$ cat src/rtl/lut_cfg_loader.sv
// lut_cfg_loader: serial programming and optional readback master for a pair
// of LUT4 cells behind a one-hot bit-select / RnW / data_in port.
//
// Ports:
//   clk, rst_n                    clock, async active-low reset
//   cfg_valid/cfg_ready           request handshake (ready = idle)
//   cfg_data[15:0]                truth table, bit k -> LUT address k
//   cfg_sel                       0 = LUT_0 (_1 port), 1 = LUT_1 (_2 port)
//   cfg_verify                    read back and compare after programming
//   write_in_1/2[0:15]            one-hot bit select per LUT
//   RnW_1/2                       1 = read, 0 = write
//   data_in_1/2                   write data bit
//   out_lut_1/2                   LUT read data
//   done                          one-cycle completion pulse
//   err, err_idx[3:0]             sticky verify mismatch and first failing bit
module lut_cfg_loader #(
  parameter int unsigned N_BITS = 16,
  parameter int unsigned RD_LAT = 1
) (
  input  logic              clk,
  input  logic              rst_n,
  input  logic              cfg_valid,
  output logic              cfg_ready,
  input  logic [N_BITS-1:0] cfg_data,
  input  logic              cfg_sel,
  input  logic              cfg_verify,
  output logic [0:N_BITS-1] write_in_1,
  output logic [0:N_BITS-1] write_in_2,
  output logic              RnW_1,
  output logic              RnW_2,
  output logic              data_in_1,
  output logic              data_in_2,
  input  logic              out_lut_1,
  input  logic              out_lut_2,
  output logic              done,
  output logic              err,
  output logic [3:0]        err_idx
);

  localparam int unsigned IDX_W = $clog2(N_BITS);
  localparam int unsigned LAT_W = 2;

  typedef enum logic [1:0] {
    S_IDLE,
    S_WRITE,
    S_READ,
    S_DONE
  } state_t;

  state_t              state_q, state_d;
  logic [IDX_W-1:0]    idx_q, idx_d;
  logic [LAT_W-1:0]    lat_q, lat_d;
  logic [N_BITS-1:0]   data_q, data_d;
  logic                sel_q, sel_d;
  logic                verify_q, verify_d;
  logic                err_q, err_d;
  logic [3:0]          err_idx_q, err_idx_d;
  logic                cfg_ready_q, cfg_ready_d;
  logic                done_q, done_d;
  logic [0:N_BITS-1]   write_in_1_q, write_in_1_d;
  logic [0:N_BITS-1]   write_in_2_q, write_in_2_d;
  logic                rnw_1_q, rnw_1_d;
  logic                rnw_2_q, rnw_2_d;
  logic                data_in_1_q, data_in_1_d;
  logic                data_in_2_q, data_in_2_d;

  logic                rd_bit;
  logic [0:N_BITS-1]   sel_vec;

  // State register and registered outputs
  always_ff @(posedge clk or negedge rst_n) begin
    if (!rst_n) begin
      state_q      <= S_IDLE;
      idx_q        <= '0;
      lat_q        <= '0;
      data_q       <= '0;
      sel_q        <= 1'b0;
      verify_q     <= 1'b0;
      err_q        <= 1'b0;
      err_idx_q    <= '0;
      cfg_ready_q  <= 1'b1;
      done_q       <= 1'b0;
      write_in_1_q <= '0;
      write_in_2_q <= '0;
      rnw_1_q      <= 1'b1;
      rnw_2_q      <= 1'b1;
      data_in_1_q  <= 1'b0;
      data_in_2_q  <= 1'b0;
    end else begin
      state_q      <= state_d;
      idx_q        <= idx_d;
      lat_q        <= lat_d;
      data_q       <= data_d;
      sel_q        <= sel_d;
      verify_q     <= verify_d;
      err_q        <= err_d;
      err_idx_q    <= err_idx_d;
      cfg_ready_q  <= cfg_ready_d;
      done_q       <= done_d;
      write_in_1_q <= write_in_1_d;
      write_in_2_q <= write_in_2_d;
      rnw_1_q      <= rnw_1_d;
      rnw_2_q      <= rnw_2_d;
      data_in_1_q  <= data_in_1_d;
      data_in_2_q  <= data_in_2_d;
    end
  end

  // Next-state logic; port outputs are derived from the next state so the
  // registered port always reflects the state/idx of the current cycle.
  always_comb begin
    state_d      = state_q;
    idx_d        = idx_q;
    lat_d        = lat_q;
    data_d       = data_q;
    sel_d        = sel_q;
    verify_d     = verify_q;
    err_d        = err_q;
    err_idx_d    = err_idx_q;
    write_in_1_d = '0;
    write_in_2_d = '0;
    rnw_1_d      = 1'b1;
    rnw_2_d      = 1'b1;
    data_in_1_d  = 1'b0;
    data_in_2_d  = 1'b0;
    sel_vec      = '0;
    rd_bit       = sel_q ? out_lut_2 : out_lut_1;

    case (state_q)
      S_IDLE: begin
        if (cfg_valid && cfg_ready_q) begin
          data_d    = cfg_data;
          sel_d     = cfg_sel;
          verify_d  = cfg_verify;
          err_d     = 1'b0;
          err_idx_d = '0;
          idx_d     = '0;
          lat_d     = '0;
          state_d   = S_WRITE;
        end
      end
      S_WRITE: begin
        // idx wraps to 0 exactly as the phase ends
        idx_d = idx_q + IDX_W'(1);
        lat_d = '0;
        if (idx_q == IDX_W'(N_BITS - 1)) begin
          state_d = verify_q ? S_READ : S_DONE;
        end
      end
      S_READ: begin
        if (lat_q == LAT_W'(RD_LAT)) begin
          lat_d = '0;
          idx_d = idx_q + IDX_W'(1);
          if ((rd_bit != data_q[idx_q]) && !err_q) begin
            err_d     = 1'b1;
            err_idx_d = 4'(idx_q);
          end
          if (idx_q == IDX_W'(N_BITS - 1)) begin
            state_d = S_DONE;
          end
        end else begin
          lat_d = lat_q + LAT_W'(1);
        end
      end
      S_DONE: begin
        state_d = S_IDLE;
      end
      default: begin
        state_d = S_IDLE;
      end
    endcase

    cfg_ready_d = (state_d == S_IDLE);
    done_d      = (state_d == S_DONE);

    // Only the targeted port leaves idle, and only in WRITE/READ
    sel_vec[idx_d] = 1'b1;
    if ((state_d == S_WRITE) || (state_d == S_READ)) begin
      if (!sel_d) begin
        write_in_1_d = sel_vec;
        rnw_1_d      = (state_d == S_READ);
        data_in_1_d  = (state_d == S_WRITE) ? data_d[idx_d] : 1'b0;
      end else begin
        write_in_2_d = sel_vec;
        rnw_2_d      = (state_d == S_READ);
        data_in_2_d  = (state_d == S_WRITE) ? data_d[idx_d] : 1'b0;
      end
    end
  end

  assign cfg_ready  = cfg_ready_q;
  assign done       = done_q;
  assign err        = err_q;
  assign err_idx    = err_idx_q;
  assign write_in_1 = write_in_1_q;
  assign write_in_2 = write_in_2_q;
  assign RnW_1      = rnw_1_q;
  assign RnW_2      = rnw_2_q;
  assign data_in_1  = data_in_1_q;
  assign data_in_2  = data_in_2_q;

endmodule

$ cat config.mk
export PLATFORM = sky130hd
export DESIGN_NAME = lut_cfg_loader
export DESIGN_NICKNAME = d
export VERILOG_FILES = /design/src/rtl/lut_cfg_loader.sv
export SDC_FILE = /design/constraint.sdc
export NUM_CORES = 1
export LEC_CHECK = 0
export CORE_ASPECT_RATIO = 1.75
export CORE_MARGIN = 2
export CORE_UTILIZATION = 46
export DETAILED_ROUTE_END_ITERATION = 10
export PLACE_DENSITY = 0.81
export SLEW_MARGIN = 40
export SYNTH_ARGS = -nofsm -noshare
export SYNTH_HDL_FRONTEND = slang
export SYNTH_SLANG_ARGS = --single-unit
$ cat constraint.sdc
create_clock -name clk -period 2.6 [get_ports clk]
set_clock_uncertainty 0.15 [all_clocks]
set_input_delay 0.52 -clock clk [delete_from_list [all_inputs] [get_ports clk]]
set_output_delay 0.52 -clock clk [all_outputs]
set_load 0.02 [all_outputs]
; ---- After elaboration in Yosys (flattened, before gate mapping)
; Cells that the tools add are included.
[classes]
mul = 0
n_eq_ne = 12
reduce_logical = 12
shifts = 0
n_mux = 44
add_sub_neg = 2
n_bitwise = 1
magnitude_cmp = 4
div = 0
[ops]
columns = op, count
row1 = 16-bit two-way mux, 6
row2 = 4-bit two-way mux, 5
row3 = 1-bit two-way mux, 19
row4 = 2-bit two-way mux, 6
row5 = 4-bit case mux with 3 select lines, 1
row6 = 4-bit by 5-bit less-than comparator with 1-bit output (second input constant), 2
row7 = 1-bit binary-select mux with 4-bit select, 2
row8 = 2-bit == test (second input constant), 4
row9 = 2-bit case mux with 4 select lines, 1
row10 = 4-bit case mux with 2 select lines, 1
row11 = 2-bit by 1-bit == test with 1-bit output (second input constant), 3
row12 = 2-bit inequality test (second input constant), 3
row13 = 2-bit case mux with 3 select lines, 1
row14 = 5-bit >= comparator (second input constant), 1
row15 = 5-bit by 1-bit less-than comparator with 1-bit output (second input constant), 1
row16 = 4-bit inverter with 5-bit output, 1
row17 = 4-bit by 1-bit adder with 4-bit output (second input constant), 1
row18 = 1-bit demux with 4-bit select, 1
row19 = 4-bit == test (second input constant), 1
row20 = 2-bit zero test, 2
row21 = 2-bit AND reduction, 2
row22 = 4-bit AND reduction, 1
row23 = 1-bit logical AND, 3
row24 = 3-bit nonzero test, 1
row25 = other kinds (6), 6
[word_totals]
ramBits = 0
wordCells = 91
input_bits = 23
romBits = 0
mem_count = 0
regBits = 69
output_inout_bits = 43
latchBits = 0

; ---- Logic depth before layout (Yosys ltp)
; Gate-level depths: netlist of run 1.
[logic_depth]
ltp_word = 10
mapped_depth = 10
depth_no_buf = 9

; ---- Worst setup path after synthesis of run 1
; OpenSTA, ideal clock, no wires.
[synth_path]
path_kind = flip-flop to flip-flop
start = register idx_q[0]
end = register data_in_1_q (netlist: data_in_1)
slack_ns = -0.175
stages_incl_launch_ff = 11
period_less_slack_ns = 2.775
arrival_time_ns = 2.530
setup_ns = 0.096
required_ns = 2.354
path_buffers = 1
cell_sequence = dfrtp_1 ha_1 buf_1 and3_1 and3_1 o22ai_1 ha_1 o211ai_1 or4_1 a21o_1 nor4_2
[synth_via]
elab_chain_len = 8
elab_cells_between_ends = 17
cone_classes = add/sub (1) / eq/ne (3) / mux (12) / reduce/logical (1)
[synth_rtl]
columns = item, line
row1 = from (decl), 51  ; logic [IDX_W-1:0] idx_q, idx_d;
row2 = from (signal assigned), 91  ; idx_q <= idx_d;
row3 = 4-bit == test (*), "146, 158"
row4 = 2-bit two-way mux, 158  ; if (idx_q == IDX_W'(N_BITS - 1)) begin
row5 = 2-bit two-way mux, 151  ; if (lat_q == LAT_W'(RD_LAT)) begin
row6 = 2-bit case mux with 4 select lines (*), 129  ; case (state_q)
row7 = via state_d[0], 50  ; state_t state_q, state_d;
row8 = 2-bit by 1-bit == test with 1-bit output, "178, 182"
row9 = 1-bit two-way mux, 182  ; data_in_1_d = (state_d == S_WRITE) ? data_d[idx_d] : 1'b0;
row10 = 1-bit two-way mux, 179  ; if (!sel_d) begin
row11 = 1-bit two-way mux (*), 178  ; if ((state_d == S_WRITE) || (state_d == S_READ)) begin
row12 = via data_in_1_d, 64  ; logic data_in_1_q, data_in_1_d;
row13 = to (signal assigned), 104  ; data_in_1_q <= data_in_1_d;
row14 = to (decl), 64
; Mark *: on every way through the listed nets, which the timed path passes. The rest lies on a longest branch. The select of a mux whose other input is x is not followed.
; A chain may end at the register's enable or synchronous reset.

; ---- Worst setup path in the final report of run 1
[layout_path]
start = register idx_q[0]
end = register data_in_2_q (netlist: data_in_2)
[layout_via]
elab_chain_len = 8
elab_cells_between_ends = 17
cone_classes = add/sub (1) / eq/ne (3) / mux (12) / reduce/logical (1)
[layout_rtl]
columns = item, line
row1 = 4-bit == test (*), "146, 158"
row2 = 2-bit two-way mux, 158
row3 = 2-bit two-way mux, 151
row4 = 2-bit case mux with 4 select lines (*), 129
row5 = via state_d[0], 50
row6 = 2-bit by 1-bit == test with 1-bit output, "178, 186"
row7 = 1-bit two-way mux, 186  ; data_in_2_d = (state_d == S_WRITE) ? data_d[idx_d] : 1'b0;
row8 = 1-bit two-way mux, 179
row9 = 1-bit two-way mux (*), 178
row10 = via data_in_2_d, 65  ; logic data_in_2_q, data_in_2_d;
row11 = to (signal assigned), 105  ; data_in_2_q <= data_in_2_d;
row12 = to (decl), 65
; Marks and branches as above.

==> reports/metrics.yaml, run 1 <==
via_per_inst: 5.525
seq_area_frac_synth_pct: 55.28
grt_max_degree: 38
slew_violations: 0
path_max_fanout: 7
setup_viol: 6
root_buffer: "clkbuf_16"
yosys-top-cells-area: "dfrtp_1 53%, mux2_2 5.4%, nor2_1 5.2%, dfstp_2 2.5%, mux4_1 2.5%"
die_y_um: 113.1
syn_to_final_growth_pct: 44.80
postPlaceCellArea_um2: 4172
antenna_violating_nets_post_route: 0
synth_compound_area_share_pct: 12.47
worst_slew_pin_slew_ns: 0.5238
intPower_uw: 3830
htreeDepth: 3
placementRows: 39
dr.pass1.iters: 5
status: "finished with violations"
worstPathRequired_ns: 2.70
switchingPower_uw: 2382
grt_pass1_vias: 2700
drv_cap: 0
setup_slack_ns: -0.1790
yosys.area.top_type_share_pct: 52.76
cts_buffers: 9
die_area_um2: 7507
crit_buf_inv: 1
clk_latency_ns: 0.34
synth_top_family_by_area: "simple AND/OR/NAND/NOR gates"
hpwl_um: 6266
core_area_um2: 6539
crit_slowest_cell: "dfrtp_2"
violations: "setup timing"
fin_hold_ws_ns: 0.3567
crit_top_cell: "and3_1"
drt-initial-drc-count: 181
synth-simple-area-share_pct: 15.35
wl_um: 8456
syn_avg_cell_area_um2: 11.68
peakVddDrop_uv: 852.2
drcViolationCount: 0
synth.largest_area_cell: "dfrtp_1"
comb_power_share_pct: 53.7
drive_above_1_share_pct: 28.72
timing.final.crit_share_pct: 106.9
p_per_area_nw_per_um2: 1370
ys_seq_elements: 69
synth-edff-count: 0
cp_cell_sequence: "buf_4 > ha_4 > and3_1 > and3_1 > o22ai_2 > ha_2 > o211ai_1 > or4_1 > a21o_1 > nor4b_2"
overflow: 0
synthCells: 268
synthAdderAreaFrac_pct: 1.998
cts_tree: "done"
clk_pin_slew_ns: 0.05
seq_power_share_pct: 26.5
power.leakage_uw: 0.002020
startpoint_type: "flip-flop"
fin_util_pct: 69.33
post-place-ws_ns: -0.5112
synth_cell_types: 52
critPathKind: "reg -> reg"
critical-path-max-stage-delay_ns: 0.48
port_buffers: 65
hold_violations: 0
tns_ns: -0.7125
fmax_mhz: 359.8
cp-end-kind: "flip-flop"
diodes: 0
ios: 66
nets: 406
reg2reg_slack_ns: -0.18
finalCriticalPeriod_ns: 2.779
grt_usage_pct: 24.59
yosys_warnings: 0
antenna_found_initial: 0
vias: 2569
relSlewSlack_pct: 64.81
async_flop_share_pct: 100.0
path_delay_family: "simple AND/OR/NAND/NOR gates"
syn-num-nets: 296
rsz0062_at_grt: "yes"
wl_per_cell_um: 18.18
muxShareOfSynthArea_pct: 10.63
die_x_um: 66.36
gp_congestion: 0.8782
switching_share_pct: 38.34
synthFlopType: "dfrtp_1"
nFillCells: 483
start_util_pct: 47.88
clockBufferDepth: 2
p_clk_share_pct: 19.8
cts_num_sinks: 69
min-delay-path-class: "reg -> reg"
grt_first_pass_wirelength_um: 13480
synthXorXnorAreaFrac_pct: 1.119
postLayoutCellArea_um2: 4533
synth_area_um2: 3131
worstPathArrival_ns: 2.87
cell usage after synthesis, drive strengths merged, types with 3 or more instances:
cell      n
buf       7
a21o      3
a21oi    10
ha        5
nand3     4
mux2i     4
nor2     43
a2bb2oi   4
nand2    11
clkbuf    5
and3      4
xnor2     3
a22o      5
o21ai    10
inv       8
o22ai     3
dfrtp    66
mux4      5
dfstp     3
mux2     15
or2       8
nand2b    7
cell type report:
| cell class | count | area, µm² | share of cell area (%) |
|---|---|---|---|
| clock buffers | 11 | 242.7 | 5.355 |
| repair buffers | 111 | 1018 | 22.47 |
| clock inverters | 5 | 60.06 | 1.325 |
| flip-flops and latches | 69 | 1732 | 38.20 |
| inverters | 8 | 30.03 | 0.6624 |
| multi-input cells | 179 | 1348 | 29.73 |
| well taps | 82 | 102.6 | 2.263 |
kinds of logic (layout without fill, tap and decap cells):
family / after synthesis / count (layout)
simple gates: 92 / 92
flops: 69 / 69
compound gates: 54 / 54
mux: 24 / 24
buf+inv: 20 / 135
fa+ha+maj: 5 / 5
xor+xnor: 4 / 4
worst paths after layout:
path | start | end | cells after the start
worst max-delay path | idx_q[0] | data_in_2 | 10
worst min-delay path | err_idx[3] | err_idx[3] | 1
worst max register to register | idx_q[0] | data_in_2 | 10
worst min register to register | err_idx[3] | err_idx[3] | 1
max in group asynchronous | rst_n | RnW_2 | 3
min in group asynchronous | rst_n | write_in_1[6] | 2
cell usage in the layout (no fill, tap or decap), types with 2 or more instances in the layout:
cell | netlist | routed
and3_1 | 3 | 3
or2_4 | 0 | 4
a32oi_1 | 2 | 2
nand3_1 | 4 | 4
a2bb2oi_1 | 3 | 3
and4bb_2 | 2 | 2
mux2_2 | 15 | 15
mux4_1 | 3 | 2
clkinvlp_4 | 0 | 4
clkbuf_16 | 0 | 9
a31oi_1 | 2 | 2
nor2_2 | 0 | 2
ha_1 | 5 | 3
o211ai_1 | 2 | 2
a21oi_1 | 10 | 10
or3_1 | 2 | 2
clkdlybuf4s50_1 | 0 | 64
o21a_1 | 2 | 2
o21ai_1 | 0 | 2
a21o_1 | 3 | 3
nand2b_1 | 7 | 6
dfrtp_1 | 66 | 65
dfstp_2 | 3 | 3
buf_4 | 4 | 43
nand2_1 | 11 | 11
o221a_2 | 2 | 2
a22o_1 | 5 | 5
or2_2 | 8 | 4
nor4b_2 | 2 | 2
o21ai_0 | 9 | 7
nor2_1 | 43 | 41
a221o_1 | 2 | 2
inv_1 | 8 | 8
buf_12 | 0 | 2
mux2i_1 | 4 | 4
mux4_2 | 2 | 3
xnor2_1 | 3 | 3
o22ai_1 | 3 | 2
nand3b_1 | 2 | 2
metal layers:
metal	wire [µm]	track usage [%]	vias up
met5	0	0	-
met4	333	13.33	0
met3	397	6.362	28
met2	4707	42.47	90
met1	3018	26.68	1279
li1	-	-	1172
per-stage QoR:
| step | cells | power, µW |
|---|---|---|
| 2_1_floorplan | 268 | 3478 |
| 3_3_place_gp | 444 | 4769 |
| 4_1_cts | 463 | 6129 |
| 6_report | 465 | 6212 |
| 5_1_grt | 465 | 6567 |
| 3_5_place_dp | 444 | 4850 |
power groups by stage:
| stage | registers, µW | clock network [µW] | logic [µW] |
|---|---|---|---|
| 3_5_place_dp | 1660 | 0 | 3190 |
| 6_report | 1640 | 1230 | 3340 |
| 2_1_floorplan | 1750 | 0 | 1730 |
| 3_3_place_gp | 1650 | 0 | 3120 |
| 5_1_grt | 1680 | 1280 | 3610 |
| 4_1_cts | 1640 | 1240 | 3250 |
sequential cells by signal, indices dropped and copies added, names as in the netlist:
signal,cells
data_q,16
write_in_1,16
write_in_2,16
err_idx,4
idx_q,4
lat_q,2
state_q,2
RnW_1,1
RnW_2,1
cfg_ready,1
data_in_1,1
data_in_2,1
done,1
err,1
sel_q,1
verify_q,1
repair_timing:
item / in CTS / in global routing
resized for setup: 3 / 9
buffers inserted: 2 / 2
endpoints found under the hold margin: 12 / 0
setup endpoints to repair: 20 / 38
pin swaps: 1 / 0
hold buffers: 1 / 0
(Power assumes the default switching activity.)
==> run 2: changes to the inputs <==
--- a/config.mk
+++ b/config.mk
@@ -6,7 +6,7 @@
 export NUM_CORES = 1
 export LEC_CHECK = 0
 export CORE_ASPECT_RATIO = 1.75
-export CORE_MARGIN = 2
+export CORE_MARGIN = 10
 export CORE_UTILIZATION = 46
 export DETAILED_ROUTE_END_ITERATION = 10
 export PLACE_DENSITY = 0.81
@@ -14,3 +14,4 @@
 export SYNTH_ARGS = -nofsm -noshare
 export SYNTH_HDL_FRONTEND = slang
 export SYNTH_SLANG_ARGS = --single-unit
+export TNS_END_PERCENT = 10
==> run 2 against run 1 <==
The run still ends with setup timing left. Wire length grew 5.3%. Clock power is 7% higher. Count of clock-buffer cells in the layout is the same. Critical path depth down 3. Via count shrank 2.0%. Hold slack lost 0.35 ns. Sequential power about the same. Largest power group unchanged.
==> reports/metrics.yaml, run 2 (synthesis gave the netlist of run 1 again) <==
status: "finished with violations"
violations: "setup timing"
overflow: 0
timing.rr.start: "idx_q[0]"
cts_buffers: 9
die_x_um: 82.36
cts_num_sinks: 69
min-delay-path-class: "in -> async"
final_common_cell: "dfrtp_1"
antenna_violating_nets_post_route: 0
dr.pass1.iters: 4
crit_slowest_cell: "mux4_2"
path_max_fanout: 6
post-place-ws_ns: -0.4588
fin_hold_ws_ns: 0.005518
critical-path-max-stage-delay_ns: 0.55
worstPathRequired_ns: 2.67
ios: 66
p_per_area_nw_per_um2: 1389
timing.final.crit_share_pct: 103.4
fmax_mhz: 371.9
drt-initial-drc-count: 256
finalCriticalPeriod_ns: 2.689
clk_pin_slew_ns: 0.06
grt_pass1_vias: 2703
setup_slack_ns: -0.08884
slew_violations: 0
gp_congestion: 0.9372
cp.depth: 7
port_buffers: 65
die_area_um2: 10640
startpoint_type: "flip-flop"
setup_viol: 6
startpoint: "idx_q[0]"
r2r_end: "err_idx[0]"
rsz0062_at_grt: "yes"
relSlewSlack_pct: 62.93
critPathKind: "reg -> reg"
nets: 401
grt_first_pass_wirelength_um: 14010
grt_max_degree: 48
drive_above_1_share_pct: 28.57
cts_tree: "done"
placementRows: 39
diodes: 0
wl_per_cell_um: 19.36
hpwl_um: 6726
clk_latency_ns: 0.33
drv_cap: 0
drcViolationCount: 0
cts.hold.buffers_added: 0
power.leakage_uw: 0.002008
via_per_inst: 5.474
htreeDepth: 3
final_cell_mix: "65 x dfrtp_1, 63 x clkdlybuf4s50_1, 43 x nor2_1"
cp_cell_sequence: "mux4_2 > mux4_2 > xor2_1 > nor4b_2 > nand2_1 > a21o_1 > a22o_1"
core_area_um2: 6588
grt_usage_pct: 17.56
crit_top_cell: "mux4_2"
syn_to_final_growth_pct: 44.40
vias: 2518
start_util_pct: 47.52
antenna_found_initial: 0
worstPathArrival_ns: 2.76
root_buffer: "clkbuf_16"
crit_buf_inv: 0
r2r_cells: 7
worst_slew_pin_slew_ns: 0.5518
cp-end-kind: "flip-flop"
hold_violations: 0
reg2reg_slack_ns: -0.09
wl_um: 8904
path_delay_family: "multiplexers"
endpoint: "err_idx[0]"
clockBufferDepth: 2
peakVddDrop_uv: 755.3
die_y_um: 129.1
==> run 2: how the worst min path moves through the flow <==
stage / cells after the start / start / to
2_1_floorplan: 0 / rst_n / data_in_1
3_3_place_gp: 1 / err_idx[1] / err_idx[1]
3_5_place_dp: 1 / err_idx[2] / err_idx[2]
4_1_cts: 1 / rst_n / err_idx[1]
5_1_grt: 1 / rst_n / idx_q[1]
6_report: 1 / rst_n / idx_q[1]
==> run 2: layer usage <==
| metal | up-vias | routed length (µm) | GRT usage (%) |
|---|---|---|---|
| li1 | 1163 | - | - |
| met1 | 1226 | 3137 | 18.38 |
| met2 | 93 | 4831 | 29.84 |
| met3 | 36 | 484 | 5.332 |
| met4 | 0 | 450 | 10.06 |
| met5 | - | 0 | 0 |
==> run 2: per-stage QoR <==
step / setup TNS [ns] / power, µW / util, % / instance area (µm²) / instances
after floorplan: -0.007270 / 3478 / - / 3167 / 268
after global placement: -5.237 / 4790 / 63.17 / 4161 / 441
after detailed placement: -6.818 / 4853 / 63.17 / 4161 / 441
after CTS: -0.5094 / 6294 / 68.59 / 4518 / 460
after global routing: -1.492 / 6622 / 68.62 / 4521 / 460
final: -0.4567 / 6278 / 68.62 / 4521 / 460
==> run 2: what timing repair did <==
item,in CTS,in global routing
setup buffers,3,0
gates resized for setup,9,1
endpoints found under the setup margin,7,24
==> run 2: area by class of cell <==
class | count | area (µm²)
clock buffers | 11 | 242.7
clock inverters | 5 | 83.83
fillers | 469 | 2067
inverters | 8 | 33.78
multi-input cells | 179 | 1339
flip-flops and latches | 69 | 1732
well taps | 82 | 102.6
repair buffers | 106 | 987.2
==> run 2: where the power goes <==
part	total (µW)	switching [µW]	internal, µW
Clock	1320	452	867
Combinational	3340	1730	1610
Sequential	1620	205	1420
Total	6280	2380	3890
